$ cat config.mk
export PLATFORM = sky130hd
export DESIGN_NAME = execute_md_cycle
export DESIGN_NICKNAME = d
export VERILOG_FILES = /design/src/rtl/execute_md_cycle.sv
export SDC_FILE = /design/constraint.sdc
export NUM_CORES = 2
export LEC_CHECK = 0
export BUFFER_PORTS_ARGS = -buffer_cell sky130_fd_sc_hd__buf_2
export CORE_MARGIN = 2
export CORE_UTILIZATION = 25
export DETAILED_ROUTE_END_ITERATION = 8
export PLACE_DENSITY = 0.42
export SETUP_SLACK_MARGIN = 0.05
export SLEW_MARGIN = 20
export SYNTH_ARGS = -nofsm -noshare
export SYNTH_HDL_FRONTEND = slang
export SYNTH_SLANG_ARGS = --single-unit
export TNS_END_PERCENT = 10
$ cat constraint.sdc
create_clock -name i_execute_clk -period 10.1 [get_ports i_execute_clk]
set_input_delay 3.03 -clock i_execute_clk [delete_from_list [all_inputs] [get_ports i_execute_clk]]
set_output_delay 3.03 -clock i_execute_clk [all_outputs]
set_load 0.005 [all_outputs]
$ cat src/rtl/execute_md_cycle.sv
// Execute stage with single-cycle ALU/compare and an iterative RV32M/RV64M multiply/divide unit.
// Owns the EX/MEM register; M operations hold the front of the pipeline via o_execute_busy.
module execute_md_cycle #(
  parameter int unsigned XLEN    = 32,
  parameter int unsigned FWD_SRC = 2,
  localparam int unsigned SW     = $clog2(FWD_SRC + 1)
) (
  input  logic                    i_execute_clk,
  input  logic                    i_execute_reset_n,
  input  logic [XLEN-1:0]         i_execute_pc,
  input  logic [XLEN-1:0]         i_execute_rs1_data,
  input  logic [XLEN-1:0]         i_execute_rs2_data,
  input  logic [XLEN-1:0]         i_execute_imm_out,
  input  logic [31:0]             i_execute_inst,
  input  logic                    i_execute_insn_vld,
  input  logic                    i_execute_ctrl,
  input  logic                    i_execute_lsu_wren,
  input  logic                    i_execute_rd_wren,
  input  logic [2:0]              i_execute_slt_sl,
  input  logic [1:0]              i_execute_wb_sel,
  input  logic                    i_execute_asel,
  input  logic                    i_execute_bsel,
  input  logic                    i_execute_br_un,
  input  logic [3:0]              i_execute_alu_op,
  input  logic                    i_execute_md_en,
  input  logic [2:0]              i_execute_md_op,
  input  logic                    i_execute_flush,
  input  logic                    i_execute_stall,
  input  logic [SW-1:0]           i_execute_fwd_sel_a,
  input  logic [SW-1:0]           i_execute_fwd_sel_b,
  input  logic [FWD_SRC*XLEN-1:0] i_execute_fwd_data,
  output logic [XLEN-1:0]         o_execute_alu_data,
  output logic [XLEN-1:0]         o_execute_rs2_data_mem,
  output logic [XLEN-1:0]         o_execute_pc_mem,
  output logic [31:0]             o_execute_inst_mem,
  output logic                    o_execute_br_equal_mem,
  output logic                    o_execute_br_less_mem,
  output logic                    o_execute_insn_vld_mem,
  output logic                    o_execute_ctrl,
  output logic                    o_execute_lsu_wren_mem,
  output logic [2:0]              o_execute_slt_sl_mem,
  output logic [1:0]              o_execute_wb_sel_mem,
  output logic                    o_execute_rd_wren_mem,
  output logic [XLEN-1:0]         o_execute_alu_data_decode,
  output logic                    o_execute_busy
);

  localparam int unsigned CW  = $clog2(XLEN);
  localparam logic [31:0] NopInst = 32'h0000_0013;

  localparam logic [3:0] AluAdd  = 4'd0;
  localparam logic [3:0] AluSub  = 4'd1;
  localparam logic [3:0] AluSll  = 4'd2;
  localparam logic [3:0] AluSlt  = 4'd3;
  localparam logic [3:0] AluSltu = 4'd4;
  localparam logic [3:0] AluXor  = 4'd5;
  localparam logic [3:0] AluSrl  = 4'd6;
  localparam logic [3:0] AluSra  = 4'd7;
  localparam logic [3:0] AluOr   = 4'd8;
  localparam logic [3:0] AluAnd  = 4'd9;
  localparam logic [3:0] AluPassB = 4'd10;

  localparam logic [2:0] MdMul    = 3'd0;
  localparam logic [2:0] MdMulhsu = 3'd2;
  localparam logic [2:0] MdMulhu  = 3'd3;
  localparam logic [2:0] MdDivu   = 3'd5;
  localparam logic [2:0] MdRemu   = 3'd7;

  typedef enum logic [1:0] {StIdle, StBusy, StDone} md_state_e;

  md_state_e           r_state, w_state_next;
  logic [CW-1:0]       r_cnt;
  logic [2:0]          r_op;
  logic                r_neg_q, r_neg_r, r_div_zero, r_ovf;
  logic [XLEN-1:0]     r_mcand, r_hi, r_lo;

  logic [XLEN-1:0]     w_fwd_a, w_fwd_b, w_op_a, w_op_b, w_alu;
  logic [CW-1:0]       w_shamt;
  logic                w_br_equal, w_br_less, w_issue;
  logic                w_a_signed, w_b_signed, w_a_neg, w_b_neg;
  logic [XLEN-1:0]     w_a_mag, w_b_mag;
  logic [XLEN:0]       w_mul_sum, w_div_shift, w_div_diff;
  logic [XLEN-1:0]     w_hi_step, w_lo_step;
  logic [2*XLEN-1:0]   w_prod_s;
  logic [XLEN-1:0]     w_quot, w_rem, w_md_result;

  always_comb begin
    w_fwd_a = i_execute_rs1_data;
    w_fwd_b = i_execute_rs2_data;
    for (int unsigned k = 1; k <= FWD_SRC; k++) begin
      if (i_execute_fwd_sel_a == SW'(k)) w_fwd_a = i_execute_fwd_data[k*XLEN-1 -: XLEN];
      if (i_execute_fwd_sel_b == SW'(k)) w_fwd_b = i_execute_fwd_data[k*XLEN-1 -: XLEN];
    end
  end

  assign w_op_a  = i_execute_asel ? i_execute_pc : w_fwd_a;
  assign w_op_b  = i_execute_bsel ? i_execute_imm_out : w_fwd_b;
  assign w_shamt = w_op_b[CW-1:0];

  always_comb begin
    case (i_execute_alu_op)
      AluAdd:   w_alu = w_op_a + w_op_b;
      AluSub:   w_alu = w_op_a - w_op_b;
      AluSll:   w_alu = w_op_a << w_shamt;
      AluSlt:   w_alu = {{(XLEN-1){1'b0}}, $signed(w_op_a) < $signed(w_op_b)};
      AluSltu:  w_alu = {{(XLEN-1){1'b0}}, w_op_a < w_op_b};
      AluXor:   w_alu = w_op_a ^ w_op_b;
      AluSrl:   w_alu = w_op_a >> w_shamt;
      AluSra:   w_alu = $signed(w_op_a) >>> w_shamt;
      AluOr:    w_alu = w_op_a | w_op_b;
      AluAnd:   w_alu = w_op_a & w_op_b;
      AluPassB: w_alu = w_op_b;
      default:  w_alu = '0;
    endcase
  end

  assign w_br_equal = (w_fwd_a == w_fwd_b);
  assign w_br_less  = i_execute_br_un ? (w_fwd_a < w_fwd_b) : ($signed(w_fwd_a) < $signed(w_fwd_b));

  // Operands are reduced to magnitudes at issue; the sign is re-applied in DONE.
  assign w_issue    = (r_state == StIdle) & i_execute_md_en & i_execute_insn_vld &
                      ~i_execute_flush & ~i_execute_stall;
  assign w_a_signed = ~((i_execute_md_op == MdMulhu) | (i_execute_md_op == MdDivu) |
                        (i_execute_md_op == MdRemu));
  assign w_b_signed = w_a_signed & (i_execute_md_op != MdMulhsu);
  assign w_a_neg    = w_a_signed & w_fwd_a[XLEN-1];
  assign w_b_neg    = w_b_signed & w_fwd_b[XLEN-1];
  assign w_a_mag    = w_a_neg ? -w_fwd_a : w_fwd_a;
  assign w_b_mag    = w_b_neg ? -w_fwd_b : w_fwd_b;

  always_comb begin
    w_mul_sum   = {1'b0, r_hi} + (r_lo[0] ? {1'b0, r_mcand} : '0);
    w_div_shift = {r_hi, r_lo[XLEN-1]};
    w_div_diff  = w_div_shift - {1'b0, r_mcand};
    if (!r_op[2]) begin
      {w_hi_step, w_lo_step} = {w_mul_sum, r_lo[XLEN-1:1]};
    end else if (!w_div_diff[XLEN]) begin
      w_hi_step = w_div_diff[XLEN-1:0];
      w_lo_step = {r_lo[XLEN-2:0], 1'b1};
    end else begin
      w_hi_step = w_div_shift[XLEN-1:0];
      w_lo_step = {r_lo[XLEN-2:0], 1'b0};
    end
  end

  // A zero divisor leaves the dividend in the remainder, so only the quotient is overridden.
  always_comb begin
    w_prod_s = r_neg_q ? -{r_hi, r_lo} : {r_hi, r_lo};
    w_quot   = r_div_zero ? '1 :
               r_ovf      ? {1'b1, {(XLEN-1){1'b0}}} :
               r_neg_q    ? -r_lo : r_lo;
    w_rem    = r_ovf ? '0 : (r_neg_r ? -r_hi : r_hi);
    if (!r_op[2]) w_md_result = (r_op == MdMul) ? w_prod_s[XLEN-1:0] : w_prod_s[2*XLEN-1:XLEN];
    else          w_md_result = r_op[1] ? w_rem : w_quot;
  end

  always_comb begin
    w_state_next = r_state;
    case (r_state)
      StIdle:  if (w_issue) w_state_next = StBusy;
      StBusy:  if (r_cnt == CW'(XLEN - 1)) w_state_next = StDone;
      StDone:  if (!i_execute_stall) w_state_next = StIdle;
      default: w_state_next = StIdle;
    endcase
    if (i_execute_flush) w_state_next = StIdle;
  end

  always_ff @(posedge i_execute_clk or negedge i_execute_reset_n) begin
    if (!i_execute_reset_n) begin
      r_state    <= StIdle;
      r_cnt      <= '0;
      r_op       <= '0;
      r_neg_q    <= 1'b0;
      r_neg_r    <= 1'b0;
      r_div_zero <= 1'b0;
      r_ovf      <= 1'b0;
      r_mcand    <= '0;
      r_hi       <= '0;
      r_lo       <= '0;
    end else begin
      r_state <= w_state_next;
      if (w_issue) begin
        r_cnt      <= '0;
        r_op       <= i_execute_md_op;
        r_neg_q    <= w_a_neg ^ w_b_neg;
        r_neg_r    <= w_a_neg;
        r_div_zero <= (w_fwd_b == '0);
        r_ovf      <= w_b_signed & i_execute_md_op[2] & (w_fwd_b == '1) &
                      (w_fwd_a == {1'b1, {(XLEN-1){1'b0}}});
        r_mcand    <= w_b_mag;
        r_hi       <= '0;
        r_lo       <= w_a_mag;
      end else if (r_state == StBusy) begin
        r_cnt <= r_cnt + CW'(1);
        r_hi  <= w_hi_step;
        r_lo  <= w_lo_step;
      end
    end
  end

  assign o_execute_busy            = w_issue | (r_state == StBusy);
  assign o_execute_alu_data_decode = w_alu;

  logic [XLEN-1:0] w_n_alu, w_n_rs2, w_n_pc;
  logic [31:0]     w_n_inst;
  logic            w_n_br_eq, w_n_br_lt, w_n_vld, w_n_ctrl, w_n_lsu_wren, w_n_rd_wren;
  logic [2:0]      w_n_slt_sl;
  logic [1:0]      w_n_wb_sel;

  always_comb begin
    w_n_alu      = w_alu;
    w_n_rs2      = w_fwd_b;
    w_n_pc       = i_execute_pc;
    w_n_inst     = i_execute_inst;
    w_n_br_eq    = w_br_equal;
    w_n_br_lt    = w_br_less;
    w_n_vld      = i_execute_insn_vld;
    w_n_ctrl     = i_execute_ctrl;
    w_n_lsu_wren = i_execute_lsu_wren;
    w_n_rd_wren  = i_execute_rd_wren;
    w_n_slt_sl   = i_execute_slt_sl;
    w_n_wb_sel   = i_execute_wb_sel;
    if (i_execute_flush || w_issue || (r_state == StBusy)) begin
      w_n_alu      = '0;
      w_n_rs2      = '0;
      w_n_pc       = '0;
      w_n_inst     = NopInst;
      w_n_br_eq    = 1'b0;
      w_n_br_lt    = 1'b0;
      w_n_vld      = 1'b0;
      w_n_ctrl     = i_execute_flush & i_execute_ctrl;
      w_n_lsu_wren = 1'b0;
      w_n_rd_wren  = 1'b0;
      w_n_slt_sl   = '0;
      w_n_wb_sel   = '0;
    end else if (r_state == StDone) begin
      w_n_alu   = w_md_result;
      w_n_br_eq = 1'b0;
      w_n_br_lt = 1'b0;
    end
  end

  // Flush overrides stall; otherwise a stall freezes the whole register.
  always_ff @(posedge i_execute_clk or negedge i_execute_reset_n) begin
    if (!i_execute_reset_n) begin
      o_execute_alu_data     <= '0;
      o_execute_rs2_data_mem <= '0;
      o_execute_pc_mem       <= '0;
      o_execute_inst_mem     <= NopInst;
      o_execute_br_equal_mem <= 1'b0;
      o_execute_br_less_mem  <= 1'b0;
      o_execute_insn_vld_mem <= 1'b0;
      o_execute_ctrl         <= 1'b0;
      o_execute_lsu_wren_mem <= 1'b0;
      o_execute_rd_wren_mem  <= 1'b0;
      o_execute_slt_sl_mem   <= '0;
      o_execute_wb_sel_mem   <= '0;
    end else if (i_execute_flush || !i_execute_stall) begin
      o_execute_alu_data     <= w_n_alu;
      o_execute_rs2_data_mem <= w_n_rs2;
      o_execute_pc_mem       <= w_n_pc;
      o_execute_inst_mem     <= w_n_inst;
      o_execute_br_equal_mem <= w_n_br_eq;
      o_execute_br_less_mem  <= w_n_br_lt;
      o_execute_insn_vld_mem <= w_n_vld;
      o_execute_ctrl         <= w_n_ctrl;
      o_execute_lsu_wren_mem <= w_n_lsu_wren;
      o_execute_rd_wren_mem  <= w_n_rd_wren;
      o_execute_slt_sl_mem   <= w_n_slt_sl;
      o_execute_wb_sel_mem   <= w_n_wb_sel;
    end
  end

endmodule

==> qor.txt <==
Status: complete, no violations
HPWL after DPL: 165 mm
Worst Setup Start Kind: primary input
Reg2reg start: r_lo[31]
EDFF count, synth: 0
Hold crit path type: flop to flop
Worst slew margin: 12.1%
Clock network fraction of design power: 16.8%
Grt ovf: 0
Die area: 126000 um^2
Avg WL per Cell: 31.0 um
Placed insts: 6452
Mapped Cells: 4031
Synth Area per Inst: 7.62 um^2
Vias in the first global route: 35600
Sw frac: 50.3%
Number of hold violations in the final report: 0
Root buffer cell: clkbuf_16
IO Port Bufs: 423
Clk slew on worst S/H paths: 0.05 ns
Most frequent cells in the layout: 633 x buf_4, 418 x buf_2, 403 x nand2_1
Clk buf depth: 3
Die Wd: 355 um
Initial antenna violation count: 27
# DRC: 0
Area grow syn2layout: 34.6%
Sequential share of power: 19.7%
CTS Sinks: 249
Drt pass-1 iters: 6
NumNets Final: 5340
Antenna Violating Nets Remaining: 0
P_int: 4120 uW
Largest net degree at the start of global routing: 129
Hold Buf Count CTS: 0
Min cycle time layout: 10.06 ns
First-pass GRT wire length: 281 mm
Worst-Skew Late Latency: 0.62 ns
Post-synthesis cell type count: 109
Top_reg_cell synth: dfrtp_1
Max Clock Skew: 0.0252 ns
DRT iter0 DRCs: 4160
Hold path start: o_execute_alu_data[11]
Area of the core: 122000 um^2
Worst path arrival time: 7.03 ns
Ys Warns: 0
Static Leak: 0.0190 uW
Worst slew pin tran: 1.32 ns
Power Dens Cells: 200 nW/um^2
Global placement routability congestion: 1.04
Final setup vio count: 0
Worst Slack Setup Final: 0.0416 ns
Critical path endpoint category: primary output
CP required: 7.07 ns
Max-slew violation count: 0
Unrepaired setup endpoints after global routing: yes
Final setup TNS: 0 ns
Syn Nets: 4490
Worst-path fanout max: 10
Area of the mapped netlist: 30700 um^2
R2R depth: 15
# fillers: 13100
Total power draw: 8280 uW
Final period utilization: 99.6%
Gr usage total: 31.1%
H-tree levels: 2
TritonCTS clock tree: built
WHS Endpoint: o_execute_alu_data[11]
Post-synthesis sequential area ratio: 20.3%
Commonest non-fill, non-tap cell in the layout: buf_4
CTS Buf Count: 37
R2R Path End: r_hi[0]
WS Path Type: primary input to primary output
Reg-to-reg slack, setup: 4.77 ns
FMAX: 0.0994 GHz
Die Ht: 355 um
Comb pwr share: 63.5%
Net Switching: 4160 uW
IO Count: 424
Pre-CTS WS: -0.442 ns
Drt total wl: 203 mm
Post-Layout Cell Count: 6540
FP Rows: 128
Peak VDD IR: 147 uV
Hold path depth: 2
Initial core utilization: 25.2%
Async S/R FF share, synth: 100%
Via Count: 37200
Number of max-cap violations: 0
Flops & latches, synth: 249
Post-DR vias/cell: 5.69
Fraction of layout cells with a size suffix above 1: 28.2%
==> cells by family (layout without fill, tap and decap cells) <==
logic type / Yosys count / in the layout / synth area share (%)
AOI/OAI and AO/OA: 1424 / 1424 / 31.0
and+or+nand+nor: 1183 / 1183 / 18.2
buffers and inverters: 454 / 1332 / 5.97
muxes: 303 / 303 / 10.0
DFF: 249 / 249 / 20.3
xor gates and xnor gates: 211 / 211 / 6.01
adders and majority gates: 207 / 207 / 8.52
other: 0 / 6 / 0
==> sequential cells by signal, summed over array words and instances (netlist names), 2 cells and up <==
register / flops
o_execute_alu_data: 32
o_execute_inst_mem: 32
o_execute_pc_mem: 32
o_execute_rs2_data_mem: 32
o_execute_slt_sl_mem: 3
o_execute_wb_sel_mem: 2
r_cnt: 5
r_hi: 32
r_lo: 32
r_mcand: 32
r_op: 3
r_state: 2
==> worst max path at each step <==
stage / start / to / slack [ns] / cells after the start
5_1_grt: i_execute_fwd_sel_b[0] / o_execute_alu_data_decode[25] / -0.07 / 25
4_1_cts: i_execute_fwd_sel_b[1] / o_execute_alu_data_decode[29] / -0.03 / 20
6_report: i_execute_fwd_sel_a[0] / o_execute_alu_data_decode[29] / 0.04 / 17
2_1_floorplan: i_execute_fwd_sel_b[1] / o_execute_alu_data_decode[29] / -0.02 / 17
3_5_place_dp: i_execute_fwd_sel_a[0] / o_execute_alu_data_decode[30] / -0.44 / 25
3_3_place_gp: i_execute_fwd_sel_a[0] / o_execute_alu_data_decode[30] / -0.43 / 25
==> worst max-delay path: stages <==
cell and delay (ns):
buf_8 0.13, buf_12 0.15, mux2i_1 0.11, mux2i_1 0.37
o21a_1 0.43, ha_1 0.35, buf_4 0.17, and3_1 0.19
and2_1 0.17, a221o_1 0.31, a21o_1 0.18, nand2_1 0.12
a211oi_2 0.14, a211oi_2 0.25, nand4_1 0.27, a211o_4 0.46
buf_2 0.15
==> stage by stage <==
stage	cell area [um^2]	utilization, %	hold slack [ns]
2_1_floorplan	30700	-	0.449
3_3_place_gp	39200	32.2	0.458
3_5_place_dp	39200	32.2	0.458
4_1_cts	40700	33.4	0.479
5_1_grt	41400	33.9	0.495
6_report	41400	33.9	0.472
==> synthesized netlist by cell type, types with 16 or more instances <==
library cell,count,share of area [%]
a211oi_1,38,0.93
a21o_1,55,1.3
a21oi_1,268,4.4
a221o_1,24,0.78
a221oi_1,37,1.1
a22o_1,79,2.3
a22oi_1,43,1.1
a31oi_1,37,0.75
and2_1,20,0.41
and3_1,22,0.45
buf_1,22,0.27
buf_2,30,0.49
clkbuf_1,220,2.7
dfrtp_1,246,20
ha_1,203,8.3
inv_1,155,1.9
mux2_2,26,0.95
mux2i_1,274,8.9
nand2_1,405,4.9
nand2b_1,69,1.4
nand3_1,73,1.2
nand4_1,32,0.65
nor2_1,319,3.9
nor2b_1,32,0.65
nor3_1,72,1.2
nor4_1,29,0.59
o211ai_1,65,1.6
o21a_1,37,0.90
o21ai_0,348,5.7
o21ai_1,45,0.73
o21bai_1,18,0.44
o221ai_1,46,1.3
o22a_1,29,0.83
o22ai_1,41,0.83
o31ai_1,41,1.0
o41ai_1,21,0.60
or3_1,31,0.63
or4_1,16,0.39
xnor2_1,117,3.3
xor2_1,94,2.7
==> power by group through the flow <==
stage / combinational, uW / sequential [uW] / clock, uW
after global placement: 5050 / 1630 / 0
after detailed placement: 5020 / 1630 / 0
after CTS: 5090 / 1620 / 1430
after global routing: 5650 / 1650 / 1460
after floorplan: 3170 / 1370 / 0
final: 5260 / 1630 / 1390
==> area by class of cell <==
cell class	instances	area [um^2]	share of cell area [%]
multi-input combinational	3328	23500	56.8
inverter	166	623	1.51
sequential	249	6240	15.1
timing repair buffer	1099	7700	18.6
clock buffer	53	1050	2.53
clock inverter	14	198	0.478
antenna	6	15.0	0.0363
tap	1625	2030	4.91
==> metal layers <==
metal	routed length, um	up-vias	GRT usage, %
met5	112	-	0
met4	11100	12	14.4
met3	16200	339	5.68
met2	86700	1715	47.2
met1	88800	18400	42.6
li1	-	16700	-
==> what timing repair did <==
action,in CTS,in global routing
setup buffers,2,12
pin swaps,10,23
setup endpoints to repair,18,23
gates cloned,0,1
hold endpoints to repair,0,0
gates resized for setup,60,109
Note: power is estimated with default switching activity, not from simulation.
